===== config.mk =====
export PLATFORM = sky130hd
export DESIGN_NAME = msftdvip_axi_fifo_ext
export DESIGN_NICKNAME = d
export VERILOG_FILES = /design/src/rtl/msftdvip_axi_fifo_ext.sv
export SDC_FILE = /design/constraint.sdc
export NUM_CORES = 1
export LEC_CHECK = 0
export ABC_AREA = 1
export CAP_MARGIN = 20
export CORE_MARGIN = 2
export CORE_UTILIZATION = 40
export CTS_CLUSTER_SIZE = 10
export DETAILED_ROUTE_END_ITERATION = 8
export GPL_TIMING_DRIVEN = 0
export PLACE_DENSITY = 0.66
export SETUP_SLACK_MARGIN = 0.05
export SYNTH_ARGS = -nofsm -noshare
export SYNTH_HDL_FRONTEND = slang
export SYNTH_SLANG_ARGS = --single-unit

===== constraint.sdc =====
create_clock -name clk_i -period 6.45 [get_ports clk_i]
set_clock_uncertainty 0.2 [all_clocks]
set_input_delay 0.9675 -clock clk_i [delete_from_list [all_inputs] [get_ports clk_i]]
set_output_delay 0.9675 -clock clk_i [all_outputs]
set_load 0.02 [all_outputs]

===== src/rtl/msftdvip_axi_fifo_ext.sv =====
// Parametrised synchronous valid/ready FIFO for AXI channel paths.
// Provides fill level, almost-full/almost-empty flags, flush and a high-water-mark monitor.
module msftdvip_axi_fifo_ext #(
    parameter int DEPTH         = 6,
    parameter int DATA_WIDTH    = 32,
    parameter int AFULL_THRESH  = DEPTH - 1,
    parameter int AEMPTY_THRESH = 1,
    localparam int LVL_W        = $clog2(DEPTH + 1)
) (
    input  logic                  clk_i,
    input  logic                  rst_i,
    input  logic                  flush_i,
    input  logic                  wm_clr_i,
    input  logic                  wr_valid_i,
    output logic                  wr_ready_o,
    input  logic [DATA_WIDTH-1:0] wr_data_i,
    output logic                  rd_valid_o,
    input  logic                  rd_ready_i,
    output logic [DATA_WIDTH-1:0] rd_data_o,
    output logic [LVL_W-1:0]      level_o,
    output logic                  almost_full_o,
    output logic                  almost_empty_o,
    output logic [LVL_W-1:0]      max_level_o
);

    localparam int PTR_W = $clog2(DEPTH);

    if (DEPTH < 2) begin : g_chk_depth
        $error("msftdvip_axi_fifo_ext: DEPTH must be >= 2");
    end
    if (AFULL_THRESH < 1 || AFULL_THRESH > DEPTH) begin : g_chk_afull
        $error("msftdvip_axi_fifo_ext: AFULL_THRESH must be in 1..DEPTH");
    end
    if (AEMPTY_THRESH < 0 || AEMPTY_THRESH > DEPTH - 1) begin : g_chk_aempty
        $error("msftdvip_axi_fifo_ext: AEMPTY_THRESH must be in 0..DEPTH-1");
    end

    logic [DATA_WIDTH-1:0] mem [DEPTH];
    logic [PTR_W-1:0]      wr_ptr;
    logic [PTR_W-1:0]      rd_ptr;
    logic                  wr_fire;
    logic                  rd_fire;

    // Handshake status comes only from the level register, never from the request inputs.
    assign wr_ready_o     = (level_o != LVL_W'(DEPTH));
    assign rd_valid_o     = (level_o != '0);
    assign wr_fire        = wr_valid_i & wr_ready_o;
    assign rd_fire        = rd_valid_o & rd_ready_i;
    assign rd_data_o      = rd_valid_o ? mem[rd_ptr] : '0;
    assign almost_full_o  = (level_o >= LVL_W'(AFULL_THRESH));
    assign almost_empty_o = (level_o <= LVL_W'(AEMPTY_THRESH));

    // Storage is deliberately left unreset; a flushed write is simply never stored.
    always_ff @(posedge clk_i) begin
        if (!rst_i && !flush_i && wr_fire) begin
            mem[wr_ptr] <= wr_data_i;
        end
    end

    // Explicit wrap compare keeps non-power-of-two depths correct.
    always_ff @(posedge clk_i) begin
        if (rst_i || flush_i) begin
            wr_ptr  <= '0;
            rd_ptr  <= '0;
            level_o <= '0;
        end else begin
            if (wr_fire) begin
                wr_ptr <= (wr_ptr == PTR_W'(DEPTH - 1)) ? '0 : wr_ptr + PTR_W'(1);
            end
            if (rd_fire) begin
                rd_ptr <= (rd_ptr == PTR_W'(DEPTH - 1)) ? '0 : rd_ptr + PTR_W'(1);
            end
            case ({wr_fire, rd_fire})
                2'b10:   level_o <= level_o + LVL_W'(1);
                2'b01:   level_o <= level_o - LVL_W'(1);
                default: level_o <= level_o;
            endcase
        end
    end

    // High-water mark trails level by one cycle and survives a flush.
    always_ff @(posedge clk_i) begin
        if (rst_i || wm_clr_i) begin
            max_level_o <= '0;
        end else if (level_o > max_level_o) begin
            max_level_o <= level_o;
        end
    end

endmodule

[Yosys cells after proc, flatten, opt, wreduce, memory -nomap -nowiden]
Memories as Yosys holds them, arrays and structs flattened. A register that Yosys moved wholly into a read port is not among the register bits.
Cells that the tools add are included.
Storage, ports and cells
  RAM bits: 192
  output and inout port bits: 42
  flip-flop bits (word level): 12
  word-level logic and storage cells: 35
  memories kept: 1
  bits of input ports: 38
Cells by class
  bitwise operators: 2
  reduce and logical (&&, ||, !) cells: 8
  add/subtract/negate cells: 4
  equal/unequal tests: 5
  magnitude comparators: 3
  multiplexer cells: 8
Memory list
  mem: depth 6, width 32, read ports 1, clocked after Yosys merged registers in 1, wr ports 1, line 38  | logic [DATA_WIDTH-1:0] mem [DEPTH];
Operator list (count)
  $mux W32: 1
  $mux W3: 4
  $add A3 B1 Y3 const B: 3
  $eq A3 B3 Y1 const B: 2
  $pmux W3 S2: 1
  $ge A3 B3 Y1 const B: 1
  $gt A3 B3 Y1: 1
  $le A3 B1 Y1 const B: 1
  $ne A3 B3 Y1 const B: 1
  $reduce_bool A3 Y1: 1
  $sub A3 B1 Y3 const B: 1
  $and A1 B1 Y1: 2
  $eq A2 B1 Y1 const B: 1
  $eq A2 B2 Y1 const B: 1
  $logic_and A1 B1 Y1: 2
  $logic_not A1 Y1: 2
  $logic_or A1 B1 Y1: 2
  $mux W1: 2
  $reduce_bool A2 Y1: 1

[Depth between registers and ports, before layout]
  word-level depth: 5
  mapped depth: 11
  mapped depth without buffers: 11

[Worst setup path before layout]
Ideal clock, no wire load.
  kind: reg2reg
  from: reg level_o[0]
  to: mem mem[5][0], enable pin
  path slack: 1.286 ns
  buffers on the path: 0
  data required time: 5.748 ns
  stages on the path, launching flop included: 8
  period minus slack after synthesis: 5.164 ns
  setup time: 0.502 ns
  arrival: 4.462 ns
  cell sequence: dfxtp_1 -> inv_1 -> ha_1 -> nand2_1 -> nand2_1 -> inv_1 -> nand2_1 -> nor4_1
On the way
  cells in the longest elaborated chain, start to end: 5
Ends and longest elaborated chain
  start: declaration: line 20  | output logic [LVL_W-1:0] level_o,
  start signal: assignment: line 74  | 2'b10: level_o <= level_o + LVL_W'(1);
  start signal: assignment: line 75  | 2'b01: level_o <= level_o - LVL_W'(1);
  start signal: assignment: line 76  | default: level_o <= level_o;
  $ne A3 B3 Y1: line 45  | assign wr_ready_o = (level_o != LVL_W'(DEPTH));
  named net wr_ready_o: line 15  | output logic wr_ready_o,
  $and A1 B1 Y1: line 47  | assign wr_fire = wr_valid_i & wr_ready_o;
  $logic_and A1 B1 Y1: line 55  | if (!rst_i && !flush_i && wr_fire) begin
  $mux W1: line 55
  $mux W1 (implied by the code): line 56  | mem[wr_ptr] <= wr_data_i;
  end: declaration: line 38
The timed path passes the listed nets, and every way through them passes these cells.

[Final worst setup path]
  from: reg level_o[0]
  to: out rd_data_o[2]
On the way
  cells in the longest elaborated chain, start to end: 2
Ends and longest elaborated chain
  $reduce_bool A3 Y1: line 46  | assign rd_valid_o = (level_o != '0);
  $mux W32: line 49  | assign rd_data_o = rd_valid_o ? mem[rd_ptr] : '0;
  end: declaration: line 19  | output logic [DATA_WIDTH-1:0] rd_data_o,
No other way between the ends.

==> results.txt <==
Routed WL = 19.9 mm
TritonCTS Sinks = 207
CTS Hold Buffers Added = 0
Final Critical Period = 4010 ps
Worst-path clk slew = 50 ps
Arr. time, crit path = 2840 ps
FFs w/ async S/R, synth = 0
Slew Limit Fails = 0
RSZ-0062 raised after global routing = no
commonest non-fill, non-tap cells in the layout = 213 x nand2_1, 192 x edfxtp_1, 145 x inv_1
Root Buffer = clkbuf_16
clk buf depth = 3
Fillers = 1943
Setup Buffers After CTS = 0
worst setup path category = reg2out
WP data required = 5280 ps
post_cts resized = 0
clock tree from TritonCTS = done
die width = 155 microns
area of the core = 0.0225 sq mm
average size of a mapped cell = 10.8 sq um
syn_nets = 895
antenna-violating nets left = 0
per-cell routed wire length = 15.7 microns
Num CTS Buffers = 25
fin util = 0.498
Sw Share = 0.216
Gate Count Post-Synth = 848
#FFs+latches synth = 207
Vias/cell = 4.71
share of cells above drive strength 1 = 0.178
final hold vios = 0
Area Overhead vs Synth = 22.7%
cell leakage power = 4.55 nW
setup_tns = 0 ps
Yosys warnings = 0
top_reg_cell synth = edfxtp_1
Max Clk Rate = 0.249 GHz
synthesized area = 0.00914 sq mm
Final Power = 2.96 mW
VDD IR-drop max = 0.191 mV
Synth cell types = 28
drt first pass iters = 5
Die Height = 155 microns
DR iter-0 viols = 438
Comb pwr share = 0.082
CP endpoint kind = primary output
PD cells = 264 mW/mm^2
H-tree level count = 1
Pint = 2.32 mW
num rows = 55
GRT Util Overall = 0.166
Hold Crit Class = reg2reg
gr ovfl total = 0
first-pass GRT wire length = 31.0 mm
leading cell type in the layout, fill and taps excluded = nand2_1
initial antenna violation count = 0
Final setup viols = 0
die area = 0.0241 sq mm
fin area = 0.0112 sq mm
vias after detailed routing = 5982
# diodes = 0
Initial Util = 0.406
Post-synth EDFFs = 192
total of max-cap violations = 0
fin nets = 1023
Routability Congestion = 0.722
IO Port Bufs = 79
Psw = 0.639 mW
Critical Path Fanout Max = 10
r2r setup slk = 3540 ps
io pins = 80
worst skew pair latency = 500 ps
DRC violations left = 0
clock power share = 0.415
Reg power frac = 0.502
sequential fraction of the synthesis area = 0.664
Final HPWL DP = 13.2 mm
Critical Path Start Type = flop
fin crit share = 0.622
placed instance area = 0.0105 sq mm
number of global-route vias before repair = 5787
outcome = finished, final reports clean
largest net degree at the start of global routing = 33
Tightest Pin Transition = 867 ps
Slew Limit Headroom = 0.421
-- routing by layer --
metal	vias up	GRT usage	routed length, microns
li1	2994	-	-
met1	2810	0.215	8490
met2	149	0.293	9960
met3	29	0.0256	1080
met4	0	0.0432	367
met5	-	0	0
-- cells by family after synthesis --
group / count (synthesis) / synth area share
xor gates and xnor gates: 1 / 0.000958
DFF: 207 / 0.664
adders and majority gates: 9 / 0.0123
and+or+nand+nor: 367 / 0.176
buffers and inverters: 186 / 0.0921
AOI/OAI and AO/OA: 78 / 0.0552
-- cell type report --
| class | instances | area (sq um) | area share |
|---|---|---|---|
| Sequential cell | 207 | 6070 | 0.541 |
| Multi-Input combinational cell | 455 | 2260 | 0.202 |
| Timing Repair Buffer | 101 | 983 | 0.0877 |
| Clock buffer | 32 | 652 | 0.0581 |
| Inverter | 151 | 567 | 0.0506 |
| Tap cell | 285 | 357 | 0.0318 |
| Buffer | 35 | 275 | 0.0246 |
| Clock inverter | 3 | 47.5 | 0.00424 |
-- critical path: stages, from the launching register on --
cell and delay [ps]:
dfxtp_1 350, inv_1 220, ha_1 220, inv_1 50
nor2_1 380, buf_2 410, a21oi_1 130, clkdlybuf4s50_1 570
-- power groups by stage --
stage	combinational, mW	sequential, mW	clock, mW
floorplan	0.125	1.52	0
global placement	0.239	1.52	0
detailed placement	0.246	1.52	0
CTS	0.247	1.49	1.25
global route	0.267	1.49	1.30
finish	0.243	1.49	1.23
-- metrics by stage --
step | setup slack [ps] | hold slack [ps] | instances
floorplan | 1290 | 303 | 848
global placement | -1950 | 327 | 1212
detailed placement | 2820 | 335 | 1234
CTS | 2400 | 344 | 1269
global route | 2210 | 384 | 1269
finish | 2440 | 337 | 1269
-- worst paths after layout --
path | startpoint | to | cells past startpoint
worst max-delay path | level_o[0] | rd_data_o[2] | 7
worst min-delay path | max_level_o[1] | max_level_o[1] | 4
worst max register to register | level_o[0] | mem[5][21] | 9
worst min register to register | max_level_o[1] | max_level_o[1] | 4
-- synth_stat cells (2+ instances only) --
| cell type | number | area share |
|---|---|---|
| a21oi_2 | 28 | 0.027 |
| inv_1 | 146 | 0.060 |
| buf_4 | 3 | 0.0025 |
| buf_1 | 2 | 0.00082 |
| o21ai_1 | 28 | 0.015 |
| dfxtp_1 | 15 | 0.033 |
| inv_2 | 5 | 0.0021 |
| clkbuf_2 | 3 | 0.0016 |
| nor2_1 | 30 | 0.012 |
| buf_2 | 16 | 0.0088 |
| edfxtp_1 | 192 | 0.63 |
| nor2_2 | 51 | 0.035 |
| nand2_1 | 213 | 0.087 |
| o21ai_0 | 9 | 0.0049 |
| a21oi_1 | 9 | 0.0049 |
| nor4_1 | 4 | 0.0027 |
| buf_12 | 3 | 0.0066 |
| ha_1 | 9 | 0.012 |
| buf_6 | 8 | 0.0099 |
| nand3_1 | 66 | 0.036 |
-- flip-flops by register name, indices dropped and copies added, names as in the netlist, named ones only --
| register | count |
|---|---|
| level_o | 3 |
| max_level_o | 3 |
| mem | 192 |
| rd_ptr | 3 |
| wr_ptr | 3 |
(Power assumes the default switching activity.)
